===== config.mk =====
export PLATFORM = sky130hd
export DESIGN_NAME = multi_pulse_gen
export DESIGN_NICKNAME = d
export VERILOG_FILES = /design/src/rtl/multi_pulse_gen_pkg.sv /design/src/rtl/multi_pulse_gen_ch.sv /design/src/rtl/multi_pulse_gen.sv
export SDC_FILE = /design/constraint.sdc
export NUM_CORES = 1
export LEC_CHECK = 0
export CAP_MARGIN = 20
export CELL_PAD_IN_SITES_DETAIL_PLACEMENT = 1
export CELL_PAD_IN_SITES_GLOBAL_PLACEMENT = 2
export CORE_MARGIN = 3
export CORE_UTILIZATION = 34
export DETAILED_ROUTE_END_ITERATION = 10
export PLACE_DENSITY = 0.93
export SLEW_MARGIN = 25
export SYNTH_ARGS = -nofsm -noshare
export SYNTH_HDL_FRONTEND = slang
export SYNTH_SLANG_ARGS = --single-unit

===== constraint.sdc =====
create_clock -name CLK -period 2.45 [get_ports CLK]
set_input_delay 0.245 -clock CLK [delete_from_list [all_inputs] [get_ports CLK]]
set_output_delay 0.245 -clock CLK [all_outputs]
set_load 0.03 [all_outputs]

===== src/rtl/multi_pulse_gen_pkg.sv =====
// multi_pulse_gen shared package: edge-mode encodings and default sizing.
// Optional build macro: MULTI_PULSE_GEN_SYNC_EN (input synchronisers).
package multi_pulse_gen_pkg;

  localparam logic [1:0] MODE_RISE = 2'b00;
  localparam logic [1:0] MODE_FALL = 2'b01;
  localparam logic [1:0] MODE_BOTH = 2'b10;
  localparam logic [1:0] MODE_OFF  = 2'b11;

  localparam int DEF_CNT_W = 4;

endpackage


===== src/rtl/multi_pulse_gen_ch.sv =====
// pulse_gen_ch: one channel of edge detect plus stretched output pulse.
// MULTI_PULSE_GEN_SYNC_EN adds a 2-flop synchroniser ahead of detection.
module pulse_gen_ch
  import multi_pulse_gen_pkg::*;
#(
  parameter int CNT_W = DEF_CNT_W
) (
  input  logic             clk_i,
  input  logic             rst_ni,
  input  logic             lvl_i,
  input  logic [1:0]       mode_i,
  input  logic [CNT_W-1:0] pw_i,
  input  logic             retrig_i,
  output logic             pulse_o,
  output logic             miss_o
);

  logic             src;
  logic             prev_q, prev_d;
  logic             armed_q, armed_d;
  logic [CNT_W-1:0] cnt_q, cnt_d;
  logic             pulse_q, pulse_d;
  logic             miss_q, miss_d;
  logic             rise, fall, edge_det;
  logic [CNT_W-1:0] reload;

`ifdef MULTI_PULSE_GEN_SYNC_EN
  logic [1:0] sync_q;

  // Two-stage synchroniser for an asynchronous level input
  always_ff @(posedge clk_i or negedge rst_ni) begin
    if (!rst_ni) sync_q <= '0;
    else         sync_q <= {sync_q[0], lvl_i};
  end

  assign src = sync_q[1];
`else
  assign src = lvl_i;
`endif

  assign rise   = src & ~prev_q;
  assign fall   = ~src & prev_q;
  assign reload = (pw_i == '0) ? '0 : pw_i - CNT_W'(1);

  // Polarity select; nothing is detected until armed
  always_comb begin
    edge_det = 1'b0;
    unique case (mode_i)
      MODE_RISE: edge_det = rise;
      MODE_FALL: edge_det = fall;
      MODE_BOTH: edge_det = rise | fall;
      MODE_OFF:  edge_det = 1'b0;
      default:   edge_det = 1'b0;
    endcase
    edge_det = edge_det & armed_q;
  end

  // Next-state: reload, countdown, abort or miss flag
  always_comb begin
    prev_d  = src;
    armed_d = 1'b1;
    cnt_d   = cnt_q;
    pulse_d = pulse_q;
    miss_d  = 1'b0;
    if (mode_i == MODE_OFF) begin
      cnt_d   = '0;
      pulse_d = 1'b0;
    end else if (edge_det && (!pulse_q || retrig_i)) begin
      cnt_d   = reload;
      pulse_d = 1'b1;
    end else begin
      miss_d = edge_det;
      if (pulse_q) begin
        if (cnt_q != '0) cnt_d   = cnt_q - CNT_W'(1);
        else             pulse_d = 1'b0;
      end
    end
  end

  // Channel state registers
  always_ff @(posedge clk_i or negedge rst_ni) begin
    if (!rst_ni) begin
      prev_q  <= 1'b0;
      armed_q <= 1'b0;
      cnt_q   <= '0;
      pulse_q <= 1'b0;
      miss_q  <= 1'b0;
    end else begin
      prev_q  <= prev_d;
      armed_q <= armed_d;
      cnt_q   <= cnt_d;
      pulse_q <= pulse_d;
      miss_q  <= miss_d;
    end
  end

  assign pulse_o = pulse_q;
  assign miss_o  = miss_q;

endmodule


===== src/rtl/multi_pulse_gen.sv =====
// multi_pulse_gen: NUM_CH independent edge-to-pulse channels.
// Build macro MULTI_PULSE_GEN_SYNC_EN enables per-channel input synchronisers.
module multi_pulse_gen
  import multi_pulse_gen_pkg::*;
#(
  parameter int NUM_CH = 4,
  parameter int CNT_W  = DEF_CNT_W
) (
  input  logic                    CLK,
  input  logic                    RST,
  input  logic [NUM_CH-1:0]       LVL_IN,
  input  logic [2*NUM_CH-1:0]     MODE,
  input  logic [CNT_W*NUM_CH-1:0] PULSE_W,
  input  logic [NUM_CH-1:0]       RETRIG,
  output logic [NUM_CH-1:0]       PULSE_OUT,
  output logic [NUM_CH-1:0]       BUSY,
  output logic [NUM_CH-1:0]       EDGE_MISS
);

  for (genvar i = 0; i < NUM_CH; i++) begin : g_ch
    pulse_gen_ch #(
      .CNT_W(CNT_W)
    ) u_ch (
      .clk_i   (CLK),
      .rst_ni  (RST),
      .lvl_i   (LVL_IN[i]),
      .mode_i  (MODE[2*i +: 2]),
      .pw_i    (PULSE_W[CNT_W*i +: CNT_W]),
      .retrig_i(RETRIG[i]),
      .pulse_o (PULSE_OUT[i]),
      .miss_o  (EDGE_MISS[i])
    );
  end

  assign BUSY = PULSE_OUT;

endmodule


Word level (Yosys, flattened, before mapping)
Index checks and enable logic that the tools add are counted.
- word-level logic and storage cells: 145
- input port bits: 34
- register bits after elaboration: 29
- output and inout port bits: 12
- equality and inequality tests: 12
- reductions and logical operators: 36
- $add $sub $neg: 8
- bitwise operators: 24
- muxes and demuxes: 48
- operators with widths (cell ; number):
    4-bit two-way mux ; 20
    4-bit by 1-bit subtractor with 4-bit output, second input constant ; 8
    1-bit two-way mux ; 24
    3-bit nonzero test ; 8
    2-bit equality test, second input constant ; 8
    4-bit logical NOT ; 4
    1-bit one-hot mux with 4 select lines ; 4
    4-bit nonzero test ; 4
    1-bit bitwise AND ; 12
    2-bit by 1-bit equality test with 1-bit output, second input constant ; 4
    2-bit logical NOT ; 4
    1-bit inverter ; 8
    2-bit AND reduction ; 4
    1-bit logical AND ; 4
    1-bit logical NOT ; 4
    1-bit logical OR ; 4
    1-bit bitwise OR ; 4

Logic depth before layout (Yosys ltp)
- depth in word-level cells: 8
- gate-level depth with buffers: 6

Cells and area by module
A second synthesis with hierarchy kept.
- cells, all modules: 228
- area total of the unflattened synthesis: 2257.2 sq um
- modules (own cells, without submodules) (module ; seq. area each (sq um) ; area each (sq um) ; cells an instance ; times used):
    pulse_gen_ch ; 200.2 ; 556.8 ; 56 ; 4
    multi_pulse_gen ; 0.0 ; 30.0 ; 4 ; 1

Least setup slack after synthesis
OpenSTA, ideal clock, no wires.
- path type: register -> register
- start: register g_ch[0].u_ch.prev_q
- end: register g_ch[0].u_ch.cnt_q[1]
- path buffers: 0
- slack: 832 ps
- cell stages (with the launch flop): 6
- period minus slack after synthesis: 1618 ps
- data arrival time: 1531 ps
- setup time: 87 ps
- cells stage by stage: dfrtp_1 > ha_1 > o21ai_1 > o2111ai_4 > or3_1 > a22oi_1
- longest elaborated chain between the ends: 8
- elaborated cells on any way between the ends: 12
- ends and longest elaborated chain (what ; line ; RTL):
    start, declared ; multi_pulse_gen_ch.sv:19 ; logic prev_q, prev_d;
    start signal, assigned ; multi_pulse_gen_ch.sv:89 ; prev_q <= prev_d;
    1-bit inverter ; multi_pulse_gen_ch.sv:41 ; assign rise = src & ~prev_q;
    1-bit bitwise AND ; multi_pulse_gen_ch.sv:41 ;
    1-bit bitwise OR ; multi_pulse_gen_ch.sv:51 ; MODE_BOTH: edge_det = rise | fall;
    1-bit one-hot mux with 4 select lines * ; multi_pulse_gen_ch.sv:48 ; unique case (mode_i)
    1-bit bitwise AND * ; multi_pulse_gen_ch.sv:55 ; edge_det = edge_det & armed_q;
    1-bit logical AND * ; multi_pulse_gen_ch.sv:68 ; end else if (edge_det && (!pulse_q || retrig_i)) begin
    3-bit nonzero test (no line) / 4-bit two-way mux (equally long branches) ; n/a ;
    2-bit AND reduction (no line) / 4-bit two-way mux (equally long branches) ; n/a ;
    end signal, assigned ; multi_pulse_gen_ch.sv:91 ; cnt_q <= cnt_d;
    end, declared ; multi_pulse_gen_ch.sv:21 ; logic [CNT_W-1:0] cnt_q, cnt_d;
Every way passes the cells marked *; elsewhere a longest branch is shown, timed or not.
A chain may end at the register's enable or synchronous reset.

Final worst setup path
- start: input LVL_IN[3]
- end: register g_ch[3].u_ch.cnt_q[1]
- longest elaborated chain between the ends: 8
- elaborated cells on any way between the ends: 12
- ends and longest elaborated chain (what ; line ; RTL):
    start, declared ; multi_pulse_gen.sv:11 ; input logic [NUM_CH-1:0] LVL_IN,
    1-bit inverter ; multi_pulse_gen_ch.sv:42 ; assign fall = ~src & prev_q;
    1-bit bitwise AND ; multi_pulse_gen_ch.sv:42 ;
    1-bit bitwise OR ; multi_pulse_gen_ch.sv:51 ;
    1-bit one-hot mux with 4 select lines * ; multi_pulse_gen_ch.sv:48 ;
    1-bit bitwise AND * ; multi_pulse_gen_ch.sv:55 ;
    1-bit logical AND * ; multi_pulse_gen_ch.sv:68 ;
    3-bit nonzero test (no line) / 4-bit two-way mux (equally long branches) ; n/a ;
    2-bit AND reduction (no line) / 4-bit two-way mux (equally long branches) ; n/a ;
    end signal, assigned ; multi_pulse_gen_ch.sv:91 ;
    end, declared ; multi_pulse_gen_ch.sv:21 ;
Marks and branches as above.

==> run metrics <==
crit-path max FO=9; Reg2Reg Setup Slack=a little over 0.6 ns; CTS tree=yes; IO Pins=between 40 and 50; Post-CTS Resized=0; DR DRC count=0; Max-Cap Viols=0; total negative slack=0 ns; largest net degree at the start of global routing=30; Critical Path Sink Type=register; vias in the first global route=approximately 1800; cell taking the most area after synthesis=dfrtp_1; root buffer selected by CTS=clkbuf_8; most frequent cells in the layout=45 x clkdlybuf4s50_1, 29 x dfrtp_1, 27 x inv_1; Area growth syn-to-layout=24.2%; most common cell after layout, fill and taps aside=clkdlybuf4s50_1; Switch Pwr=0.792 mW; CP peak stage delay=about 0.5 ns; First DRT Iteration DRCs=37; Max IR drop VDD=0.331 mV; Hold Crit Class=input port to async pin; core area=0.00610 mm^2; Cell Pwr Density=~760 mW/mm^2; critical path type=input port to register; Netlist Area Pre-Place=0.00220 mm^2; GR Util All Layers=13.5%; H-Tree Depth=2; drt via density=5.20; fin area=0.00273 mm^2; DRT Wirelength=4.55 mm; Internal=about 1.3 mW; grt ovf=0; Starting Density=between 30% and 40%; fin crit share=80.9%; Die Ht=86.4 um; fraction of layout cells with a size suffix above 1=5.97%; syn nets=approximately 290; Synth Area per Inst=roughly 9.5 um^2; DP HPWL=between 3 and 4 mm; Post-DP Area=0.00265 mm^2; Nets=326; worst skew pair latency=~0.27 ns; FMAX=~500 MHz; first-pass GRT wire length=8.13 mm; Final Skew=0.00267 ns; register area share after synthesis=about 33%; Power Total=2.08 mW; clock share of power=18.9%; initial antenna violation count=0; DIE WIDTH=a little under 90 um; Synth area leaders=dfrtp_1 33%, ha_1 14%, a221oi_1 5.2%; sequential fraction of design power=between 30 and 40%; worst hold slack=0.356 ns; TritonCTS Buffers=5; critical path arrival=between 2 and 2.5 ns; Cells after Synth=approximately 230; max-slew violations=0; Avg WL per Cell=13.3 um; CP required=2.64 ns; gpl congestion=a little under 0.8; status=complete, no violations; Yosys warning total=0; # diodes=0; startpoint types=input port; synthesized flop and latch total=29; post-CTS setup buffers=0; num rows=28; post-synth top area share=33.0%; Static Leak=1.15 nW; switch share=38.1%; Critical Path, Cell by Cell=clkdlybuf4s50_1 -> inv_1 -> ha_1 -> o21ai_1 -> o2111ai_4 -> or3_1 -> a22oi_1; Fin. Hold Viols=0; combinational share of power=around 44%; overall die area=0.00747 mm^2; final number of setup-violating endpoints=0; clock transition at the registers of the reported paths=0.06 ns; CTS sink cnt=29; synth unique cells=29; DRT antenna net count=0; router iterations before antenna repair=4; hold_buf cts=0; Worst path slowest cell=clkdlybuf4s50_1; clk buf depth=2; Vias=1782; RSZ-0062 raised after global routing=false; port bufs=45; fin crit period=~2 ns
-- cell families after synthesis --
family	count (synthesis)	share of synthesized area, %
AND/OR/NAND/NOR	60	15.6
flip-flops	29	33.0
buffers and inverters	44	9.78
AO/OA/AOI/OAI	65	23.7
multiplexers	4	2.56
XOR/XNOR	4	1.59
other	1	0.170
adder cells (fa/ha/maj)	24	13.7
-- cell usage after synthesis --
library cell and instances:
nor2_1 14, o21ai_0 5, nand2_1 5, o21ai_1 3
o211ai_1 10, o2111ai_4 3, inv_1 27, or3_1 7
mux2_4 3, nor2b_1 5, ha_1 24, a21oi_1 11
buf_1 1, conb_1 1, buf_2 1, a221oi_1 13
a211oi_1 8, mux2_2 1, o2111ai_2 1, nand2b_1 9
nor3_1 8, buf_4 12, nor3b_1 8, clkbuf_2 3
o21a_1 4, xnor2_1 4, dfrtp_1 29, a22oi_1 7
or4b_1 4
-- through the flow --
| step | std cells | utilization [%] | setup slack [ns] |
|---|---|---|---|
| final | 343 | 44.8 | 0.467 |
| after global routing | 343 | 44.8 | 0.329 |
| after CTS | 343 | 44.8 | 0.452 |
| after detailed placement | 336 | 43.4 | 0.183 |
| after global placement | 336 | 43.4 | 0.291 |
| after floorplan | 231 | - | 0.832 |
-- critical path: cells and delay by family --
family                   cells  cell delay, ns
AO/OA/AOI/OAI                3            0.66
adder cells (fa/ha/maj)      1            0.29
buffers and inverters        2            0.56
AND/OR/NAND/NOR              1            0.41
-- metal layers --
layer  share of wire [%]  up-vias  global-route usage (%)
met5                   0        -                       0
met4                0.75        0                    2.97
met3                 4.3        4                    4.28
met2                  48       38                    23.2
met1                  47      841                    16.6
li1                    -      899                       -
-- worst paths after layout --
| path | depth (start not counted) | endpoint | start |
|---|---|---|---|
| max | 7 | g_ch[3].u_ch.cnt_q[1]$_DFFE_PN0P_ | LVL_IN[3] |
| min | 2 | g_ch[1].u_ch.cnt_q[2]$_DFFE_PN0P_ | RST |
| max reg2reg | 5 | g_ch[3].u_ch.cnt_q[1]$_DFFE_PN0P_ | g_ch[3].u_ch.prev_q$_DFF_PN0_ |
| min reg2reg | 2 | g_ch[2].u_ch.cnt_q[1]$_DFFE_PN0P_ | g_ch[2].u_ch.cnt_q[1]$_DFFE_PN0P_ |
| max in group asynchronous | 2 | g_ch[2].u_ch.cnt_q[0]$_DFFE_PN0P_ | RST |
| min in group CLK | 1 | g_ch[2].u_ch.prev_q$_DFF_PN0_ | LVL_IN[2] |
-- power by group through the flow --
stage | combinational [mW] | clock [mW] | sequential (mW)
3_3_place_gp | 0.912 | 0 | 0.769
3_5_place_dp | 0.925 | 0 | 0.780
5_1_grt | 1.04 | 0.439 | 0.797
6_report | 0.918 | 0.392 | 0.768
2_1_floorplan | 0.717 | 0 | 0.732
4_1_cts | 0.935 | 0.409 | 0.772
-- sequential cells by signal, summed over array words and instances, names as in the netlist --
register           cells
g_ch.u_ch.cnt_q       16
g_ch.u_ch.miss_o       4
g_ch.u_ch.prev_q       4
g_ch.u_ch.pulse_o      4
g_ch.u_ch.armed_q      1
-- area by class of cell --
type	count	area [um^2]
clock buffers	7	86.3
flip-flops and latches	29	726
well taps	75	93.8
inverters	27	101
repair buffers	47	465
fillers	724	3360
multi-input cells	158	1260
No activity file was read; power rests on OpenSTA's default activity.
